$ cat src/rtl/serial_frame_rx.sv
// Serial frame receiver: hunts for a sync nibble, assembles a byte from the next two
// nibbles, optionally checks even parity, and queues accepted bytes in a 2-entry FIFO.
module serial_frame_rx #(
    parameter logic [3:0] SYNC      = 4'b1010,
    parameter bit         PARITY_EN = 1'b1
) (
    input  logic       clk,
    input  logic       rst,
    input  logic       enb,
    input  logic       s_in,
    input  logic       dir,
    input  logic       out_ready,
    output logic       out_valid,
    output logic [7:0] out_data,
    output logic       par_err,
    output logic       overflow,
    output logic       busy
);

    typedef enum logic [1:0] {HUNT, DATA_HI, DATA_LO, PAR} state_t;

    state_t      state_reg, state_next;
    logic [3:0]  sh_reg, sh_next, sh_shift;
    logic [2:0]  hunt_cnt_reg, hunt_cnt_next;
    logic [1:0]  bit_cnt_reg, bit_cnt_next;
    logic        dir_f_reg, dir_f_next;
    logic [7:0]  byte_reg, byte_next;
    logic        shift_dir;
    logic        frame_done, frame_good;

    logic [7:0]  mem_reg [2];
    logic        wr_ptr_reg, rd_ptr_reg;
    logic [1:0]  count_reg, count_next;
    logic        push, pop, drop;
    logic        par_err_reg, overflow_reg;

    // Hunting follows the live dir input; a frame in progress uses the latched order.
    assign shift_dir = (state_reg == HUNT) ? dir : dir_f_reg;
    assign sh_shift  = shift_dir ? {s_in, sh_reg[3:1]} : {sh_reg[2:0], s_in};

    always_ff @(posedge clk) begin
        if (rst) begin
            state_reg    <= HUNT;
            sh_reg       <= 4'h0;
            hunt_cnt_reg <= 3'd0;
            bit_cnt_reg  <= 2'd0;
            dir_f_reg    <= 1'b0;
            byte_reg     <= 8'h00;
        end else begin
            state_reg    <= state_next;
            sh_reg       <= sh_next;
            hunt_cnt_reg <= hunt_cnt_next;
            bit_cnt_reg  <= bit_cnt_next;
            dir_f_reg    <= dir_f_next;
            byte_reg     <= byte_next;
        end
    end

    always_comb begin
        state_next    = state_reg;
        sh_next       = sh_reg;
        hunt_cnt_next = hunt_cnt_reg;
        bit_cnt_next  = bit_cnt_reg;
        dir_f_next    = dir_f_reg;
        byte_next     = byte_reg;
        frame_done    = 1'b0;
        frame_good    = 1'b0;
        if (enb) begin
            sh_next = sh_shift;
            case (state_reg)
                HUNT: begin
                    if (hunt_cnt_reg != 3'd4) begin
                        hunt_cnt_next = hunt_cnt_reg + 3'd1;
                    end
                    if (sh_shift == SYNC && hunt_cnt_reg >= 3'd3) begin
                        state_next   = DATA_HI;
                        bit_cnt_next = 2'd0;
                        dir_f_next   = dir;
                    end
                end
                DATA_HI: begin
                    bit_cnt_next = bit_cnt_reg + 2'd1;
                    if (bit_cnt_reg == 2'd3) begin
                        byte_next[7:4] = sh_shift;
                        state_next     = DATA_LO;
                    end
                end
                DATA_LO: begin
                    bit_cnt_next = bit_cnt_reg + 2'd1;
                    if (bit_cnt_reg == 2'd3) begin
                        byte_next[3:0] = sh_shift;
                        if (PARITY_EN) begin
                            state_next = PAR;
                        end else begin
                            state_next    = HUNT;
                            hunt_cnt_next = 3'd0;
                            frame_done    = 1'b1;
                            frame_good    = 1'b1;
                        end
                    end
                end
                PAR: begin
                    state_next    = HUNT;
                    hunt_cnt_next = 3'd0;
                    frame_done    = 1'b1;
                    frame_good    = ~(^{byte_reg, s_in});
                end
                default: state_next = HUNT;
            endcase
        end
    end

    // A full buffer still accepts a byte when the head leaves in the same cycle.
    assign pop  = (count_reg != 2'd0) && out_ready;
    assign push = frame_good && ((count_reg != 2'd2) || pop);
    assign drop = frame_good && !push;

    always_comb begin
        count_next = count_reg;
        if (push && !pop) begin
            count_next = count_reg + 2'd1;
        end else if (pop && !push) begin
            count_next = count_reg - 2'd1;
        end
    end

    always_ff @(posedge clk) begin
        if (push) begin
            mem_reg[wr_ptr_reg] <= byte_next;
        end
    end

    always_ff @(posedge clk) begin
        if (rst) begin
            wr_ptr_reg   <= 1'b0;
            rd_ptr_reg   <= 1'b0;
            count_reg    <= 2'd0;
            par_err_reg  <= 1'b0;
            overflow_reg <= 1'b0;
        end else begin
            if (push) begin
                wr_ptr_reg <= ~wr_ptr_reg;
            end
            if (pop) begin
                rd_ptr_reg <= ~rd_ptr_reg;
            end
            count_reg    <= count_next;
            par_err_reg  <= frame_done && !frame_good;
            overflow_reg <= drop;
        end
    end

    assign out_valid = (count_reg != 2'd0);
    assign out_data  = out_valid ? mem_reg[rd_ptr_reg] : 8'h00;
    assign par_err   = par_err_reg;
    assign overflow  = overflow_reg;
    assign busy      = (state_reg != HUNT);

endmodule

$ cat config.mk
export PLATFORM = sky130hd
export DESIGN_NAME = serial_frame_rx
export DESIGN_NICKNAME = d
export VERILOG_FILES = /design/src/rtl/serial_frame_rx.sv
export SDC_FILE = /design/constraint.sdc
export NUM_CORES = 1
export LEC_CHECK = 0
export CAP_MARGIN = 20
export CELL_PAD_IN_SITES_DETAIL_PLACEMENT = 1
export CELL_PAD_IN_SITES_GLOBAL_PLACEMENT = 1
export CORE_ASPECT_RATIO = 1.5
export CORE_MARGIN = 4
export CORE_UTILIZATION = 45
export DETAILED_ROUTE_END_ITERATION = 8
export PLACE_DENSITY_LB_ADDON = 0.1
export RECOVER_POWER = 50
export SLEW_MARGIN = 20
export SYNTH_ARGS = -nofsm -noshare
export SYNTH_HDL_FRONTEND = slang
export SYNTH_SLANG_ARGS = --single-unit
$ cat constraint.sdc
create_clock -name clk -period 3.7 [get_ports clk]
set_input_delay 0.74 -clock clk [delete_from_list [all_inputs] [get_ports clk]]
set_output_delay 0.74 -clock clk [all_outputs]
set_load 0.05 [all_outputs]
==> parameters.txt, run 1 <==
Parameter                              Value

Worst setup path
  CP Class ... in2reg
  Worst EP required ... 3920 ps
  Data arrival time at the worst-slack endpoint ... 3290 ps
  Critical path startpoint category ... primary input
  Maximum fanout along the worst path ... 16
  Critical Path End Type ... flip-flop

Logic synthesis
  Synthesized net count ... 196
  Share of synthesized area occupied by flip-flops and latches ... 52.7%
  Most used flip-flop cell after synthesis ... sky130_fd_sc_hd__dfxtp_1
  Asr flop ratio synth ... 0%
  Avg Inst Size Synth ... 10.7 µm²
  Number of enable flip-flop cells after synthesis ... 16
  Cell count after synthesis ... 181
  Number of synthesis warnings ... 0
  Post-synth cell types ... 35
  Total standard cell area after synthesis ... 0.00194 mm²
  Synthesis-stage register bit count ... 43

Final layout
  Flip-flop count of the largest register, all copies and words added ... 16
  Fin area ... 0.00226 mm²
  Diodes inserted ... 0
  Final nets ... 217
  Most common cell after layout, fill and taps aside ... sky130_fd_sc_hd__dfxtp_1
  Fraction of layout instances using a drive strength above 1 ... 5.91%
  Leading cell types in the layout, fill and taps excluded ... sky130_fd_sc_hd__dfxtp_1 (27), sky130_fd_sc_hd__nor2_1 (24), sky130_fd_sc_hd__mux2i_1 (16), sky130_fd_sc_hd__edfxtp_1 (16), sky130_fd_sc_hd__o21ai_0 (13)
  Final Non-Filler Cells ... 249
  Signed area change from the synthesized netlist to the final layout ... 16.9%

CTS
  Number of sinks handled by clock tree synthesis ... 43
  TritonCTS buffer count ... 5
  PostCTS Resize Cnt ... 0
  H-Tree Depth ... 2
  Clock insertion delay at the later pin of the skew report ... 290 ps
  Largest buffer count on any clock path ... 2
  Hold-fix buffers, CTS ... 0
  TritonCTS clock tree ... yes
  Buffer cell driving the clock tree root ... sky130_fd_sc_hd__clkbuf_8
  Post-CTS repair timing setup buffer count ... 0
  Register clock-pin slew on the reported worst setup and hold paths ... 80 ps

Timing
  Part of the cycle the worst path needs ... 83.2%
  Actual transition at the worst max-transition pin ... 796 ps
  RSZ-0062 raised after global routing ... no
  Top achievable clock speed ... 325 MHz
  Clock tree skew after final layout ... 6.68 ps
  Minimum hold slack ... 513 ps
  Final Setup Violations ... 0
  Final max-slew violation count ... 0
  Crit path time final ... 3080 ps
  Post-route setup slack ... 622 ps
  Worst max-slew margin expressed relative to the limit ... 46.8%
  Hold violation total from the final report ... 0
  Total negative slack ... 0 ps

Routing
  Vias after detailed routing ... 1351
  Routed WL ... 4.01 mm
  Antenna viol nets, final ... 0
  Number of DRC markers in iteration 0 ... 25
  Count of unresolved DRC violations after routing ... 0
  Post-DR wirelength/cell ... 16.1 µm
  Via-to-Cell Ratio ... 5.43
  Detailed-router iteration count before antenna repair ... 4

Die
  Core area ... 0.00421 mm²
  Row count ... 29
  Starting Density ... 46.0%
  Horiz. Die Dim ... 61.6 µm
  Chip height ... 88.4 µm
  Die footprint ... 0.00544 mm²
  Top-Level Pins ... 18

Placement
  DP Cell Count ... 241
  Total of buffers placed on input and output ports ... 17
  Total placed instance area ... 0.00216 mm²
  Post-Place Setup Slack ... 712 ps
  Post-detail-place hpwl ... 3.24 mm
  Gp weighted congestion ... 0.723

Pwr
  Gate power share ... 6.2%
  Static power due to leakage ... 0.882 nW
  Switching share of power ... 21.2%
  Maximum ir drop on the vdd rail ... 0.000286 V
  Sequential power share ... 53.7%
  P_int ... 0.736 mW
  Share of total power in the clock network ... 40.1%
  Areal power density over the cells ... 412 mW/mm²
  Switching power total ... 0.198 mW

Worst hold path
  Worst min-delay path category ... reg2reg

Global routing
  Global-route congestion overflow total ... 0
  Aggregate global-route resource usage ... 17.0%
  Antenna violations before repair ... 0
  Wire length of the first global-routing pass ... 6.77 mm
  Largest net degree at the start of global routing ... 22
  Vias in the first global route ... 1471

Run status
  Status ... finished, final reports clean

Flow run
  Maximum Capacitance Violations ... 0
-- critical path, cell delays in order --
cell and delay, ps:
sky130_fd_sc_hd__dlygate4sd3_1 520, sky130_fd_sc_hd__clkbuf_1 480, sky130_fd_sc_hd__nand2_1 180, sky130_fd_sc_hd__or3b_1 500, sky130_fd_sc_hd__inv_1 90, sky130_fd_sc_hd__ha_1 250
sky130_fd_sc_hd__or3_1 380, sky130_fd_sc_hd__a21oi_1 150
-- power groups by stage --
| stage | sequential [mW] | combinational, mW | clock, mW |
|---|---|---|---|
| floorplan | 0.510 | 0.0397 | 0 |
| global placement | 0.512 | 0.0562 | 0 |
| detailed placement | 0.513 | 0.0592 | 0 |
| CTS | 0.502 | 0.0605 | 0.386 |
| global route | 0.503 | 0.0647 | 0.403 |
| finish | 0.502 | 0.0577 | 0.374 |
-- cell families after synthesis --
family	count (synthesis)	synth area share (%)
mux	17	9.24
compound gates	28	8.91
xor+xnor	10	5.23
buf+inv	14	2.71
fa+ha+maj	9	5.81
simple gates	60	15.4
flops	43	52.7
-- final timing paths --
check	start	end	slack (ps)	cells after the start
worst min register to register	dir_f_reg$_SDFFE_PP0P_	dir_f_reg$_SDFFE_PP0P_	510	2
worst min-delay path	dir_f_reg$_SDFFE_PP0P_	dir_f_reg$_SDFFE_PP0P_	510	2
worst max-delay path	enb	count_reg[1]$_SDFFE_PP0P_	620	8
worst max register to register	byte_reg[1]$_SDFF_PP0_	count_reg[1]$_SDFFE_PP0P_	1190	8
-- per-layer routing --
layer  share of wire [%]  wire length (µm)  vias up  GRT usage, %
met5                   0                 0        -             0
met4                 1.3                52        0          5.21
met3                 2.5               102        7          3.36
met2                  61              2430       17          33.7
met1                  36              1430      655          16.7
li1                    -                 -      672             -
-- per-stage QoR --
| step | power (mW) | util [%] |
|---|---|---|
| 2_1_floorplan | 0.550 | - |
| 3_3_place_gp | 0.568 | 51.2 |
| 3_5_place_dp | 0.572 | 51.2 |
| 4_1_cts | 0.949 | 54.0 |
| 5_1_grt | 0.970 | 53.8 |
| 6_report | 0.934 | 53.8 |
-- Yosys cell counts (3+ instances only) --
cell type	number	share of area (%)
sky130_fd_sc_hd__edfxtp_1	16	25
sky130_fd_sc_hd__o21ai_0	13	3.4
sky130_fd_sc_hd__nand2b_1	3	0.97
sky130_fd_sc_hd__ha_1	9	5.8
sky130_fd_sc_hd__inv_1	10	1.9
sky130_fd_sc_hd__xor2_1	4	1.8
sky130_fd_sc_hd__nand2_1	11	2.1
sky130_fd_sc_hd__mux2i_1	15	7.8
sky130_fd_sc_hd__a21oi_1	4	1.0
sky130_fd_sc_hd__nor2_1	24	4.7
sky130_fd_sc_hd__clkbuf_1	3	0.58
sky130_fd_sc_hd__and2_1	8	2.6
sky130_fd_sc_hd__dfxtp_1	27	28
sky130_fd_sc_hd__xnor2_1	5	2.3
sky130_fd_sc_hd__a211oi_1	5	1.9
-- cell type report --
type / count / area (µm²)
Fill cell: 467 / 1940
Sequential cell: 43 / 1020
Multi-Input combinational cell: 124 / 857
Timing Repair Buffer: 18 / 174
Clock buffer: 6 / 82.6
Tap cell: 46 / 57.6
Inverter: 10 / 37.5
Clock inverter: 2 / 35.0
(Power assumes the default switching activity.)
==> run 2, diff against run 1 <==
Settings changed: CORE_UTILIZATION 45 to 40.
Clock period 3.7 ns to 2.5 ns, I/O delays scaled along.
==> run 2 against run 1 <==
Effect of this change: clock power up 44%; register-to-register slack lost 1100 ps; hold slack better by 2.7 ps; worst setup slack got worse by 550 ps; clock skew fell by 2.8 ps; wire length is 1.8% higher; final cell count grew 10%.
==> parameters.txt, run 2 (synthesis results as in run 1) <==
Parameter                              Value

Worst setup path
  Crit path buffers/inverters ... 1
  Data arrival time at the worst-slack endpoint ... 2660 ps
  List of cells traversed by the critical path ... xnor2_2 > xnor3_1 > xnor2_2 > or3b_4 > inv_1 > ha_1 > or3_4 > a21oi_2
  Maximum fanout along the worst path ... 2
  Worst R2R Path Depth ... 8
  CP Class ... reg2reg
  Critical Path End Type ... flip-flop
  Critical path depth ... 8
  Most numerous cell on the critical path ... sky130_fd_sc_hd__xnor2_2
  Critical path startpoint category ... flip-flop
  Slowest cell delay on critical path ... 470 ps
  Worst EP required ... 2730 ps
  CP delay by family, top ... XOR/XNOR gates
  Slowest library cell on the worst path ... sky130_fd_sc_hd__xnor3_1

Timing
  Part of the cycle the worst path needs ... 97.2%
  Clock tree skew after final layout ... 3.89 ps
  Actual transition at the worst max-transition pin ... 510 ps
  Final Setup Violations ... 0
  Hold violation total from the final report ... 0
  Top achievable clock speed ... 412 MHz
  Crit path time final ... 2430 ps
  Worst max-slew margin expressed relative to the limit ... 66.0%
  Final max-slew violation count ... 0
  Minimum hold slack ... 516 ps

Die
  Horiz. Die Dim ... 64.8 µm
  Top-Level Pins ... 18
  Chip height ... 93.2 µm
  Row count ... 30
  Core area ... 0.00462 mm²
  Die footprint ... 0.00604 mm²
  Starting Density ... 42.0%

Pwr
  Static power due to leakage ... 1.08 nW
  Total power ... 1.37 mW
  Areal power density over the cells ... 571 mW/mm²
  Maximum ir drop on the vdd rail ... 0.000275 V

Worst hold path
  Worst min-delay path category ... reg2reg
  Cell depth of the worst hold path ... 2

Final layout
  Diodes inserted ... 0
  Signed area change from the synthesized netlist to the final layout ... 24.2%
  Final nets ... 225
  Final Non-Filler Cells ... 275
  Leading cell types in the layout, fill and taps excluded ... sky130_fd_sc_hd__dfxtp_1 (26), sky130_fd_sc_hd__nor2_1 (23), sky130_fd_sc_hd__edfxtp_1 (16), sky130_fd_sc_hd__mux2i_1 (15), sky130_fd_sc_hd__o21ai_0 (13)
  Fraction of layout instances using a drive strength above 1 ... 14.7%
  Most common cell after layout, fill and taps aside ... sky130_fd_sc_hd__dfxtp_1
  Flip-flop count of the largest register, all copies and words added ... 16

Global routing
  Global-route congestion overflow total ... 0
  Wire length of the first global-routing pass ... 6.93 mm
  Vias in the first global route ... 1505
  Aggregate global-route resource usage ... 15.0%
  Antenna violations before repair ... 0
  Largest net degree at the start of global routing ... 16

CTS
  Number of sinks handled by clock tree synthesis ... 43
  TritonCTS clock tree ... yes
  Buffer cell driving the clock tree root ... sky130_fd_sc_hd__clkbuf_8
  Clock insertion delay at the later pin of the skew report ... 290 ps
  Largest buffer count on any clock path ... 2
  H-Tree Depth ... 2
  Register clock-pin slew on the reported worst setup and hold paths ... 80 ps
  TritonCTS buffer count ... 5

Routing
  Antenna viol nets, final ... 0
  Post-DR wirelength/cell ... 14.8 µm
  Number of DRC markers in iteration 0 ... 24
  Routed WL ... 4.08 mm
  Via-to-Cell Ratio ... 5.09
  Vias after detailed routing ... 1399
  Detailed-router iteration count before antenna repair ... 4
  Count of unresolved DRC violations after routing ... 0

Placement
  Gp weighted congestion ... 0.715
  DP Cell Count ... 267
  Total of buffers placed on input and output ports ... 17
  Post-detail-place hpwl ... 3.17 mm

Run status
  Status ... finished, final reports clean

Flow run
  Maximum Capacitance Violations ... 0
-- run 2: cell types whose count changed in the layout (fill, tap and decap cells not counted), moves of 3 or more --
cell and delta:
sky130_fd_sc_hd__dlymetal6s2s_1 +8, sky130_fd_sc_hd__and2_1 +5, sky130_fd_sc_hd__clkdlybuf4s50_1 -4, sky130_fd_sc_hd__xnor2_1 -3, sky130_fd_sc_hd__and2_0 -5, sky130_fd_sc_hd__dlygate4sd3_1 -5
sky130_fd_sc_hd__buf_4 +10, sky130_fd_sc_hd__xnor2_2 +3
-- run 2: through the flow --
step	cell area, µm²	setup TNS [ps]	setup slack [ps]	util, %
3_3_place_gp	2240	-68.8	-68.8	48.5
2_1_floorplan	1940	0	255	-
5_1_grt	2400	-14.2	-14.2	52.1
4_1_cts	2350	0	9.04	50.9
3_5_place_dp	2240	-174	-174	48.5
6_report	2400	0	69.9	52.1
-- run 2: area by class of cell --
class | count | area [µm²]
multi-input cells | 124 | 897
clock inverters | 3 | 43.8
well taps | 64 | 80.1
repair buffers | 26 | 255
inverters | 10 | 37.5
clock buffers | 5 | 68.8
fillers | 525 | 2210
flip-flops and latches | 43 | 1020
-- run 2: power by group --
part / internal [mW] / switching [mW] / total [mW] / leakage, nW
sequential: 0.731 / 0.0128 / 0.744 / 0.396
combinational: 0.0411 / 0.0520 / 0.0931 / 0.622
clock: 0.297 / 0.240 / 0.537 / 0.0581
-- run 2: worst paths after layout --
path | startpoint | endpoint | slack, ps
worst min-delay path | sh_reg[0]$_SDFFE_PP0P_ | sh_reg[0]$_SDFFE_PP0P_ | 520
worst max register to register | byte_reg[6]$_SDFF_PP0_ | count_reg[1]$_SDFFE_PP0P_ | 70
worst min register to register | sh_reg[0]$_SDFFE_PP0P_ | sh_reg[0]$_SDFFE_PP0P_ | 520
worst max-delay path | byte_reg[6]$_SDFF_PP0_ | count_reg[1]$_SDFFE_PP0P_ | 70
-- run 2: repair_timing --
| action | in CTS | in global routing |
|---|---|---|
| resized for setup | 1 | 14 |
| hold buffers | 0 | 0 |
| setup buffers | 0 | 0 |
| gates cloned | 0 | 0 |
| pin swaps | 0 | 3 |
| setup endpoints to repair | 9 | 9 |
| hold endpoints to repair | 0 | 0 |
-- run 2: routing by layer --
layer / global-route usage [%] / vias up / part of all wire, %
met2: 29.4 / 22 / 58
li1: - / 689 / -
met4: 6.17 / 0 / 2.0
met3: 3.61 / 8 / 3.2
met1: 14.5 / 680 / 36
met5: 0 / - / 0
-- run 2: worst register-to-register path, delay by kind of cell (launching register included) --
kind                       cells  cell delay (ps)
buffers and inverters          1               70
and+or+nand+nor                2              780
DFF                            1              340
AOI/OAI and AO/OA              1              140
xor gates and xnor gates       3              810
adders and majority gates      1              240
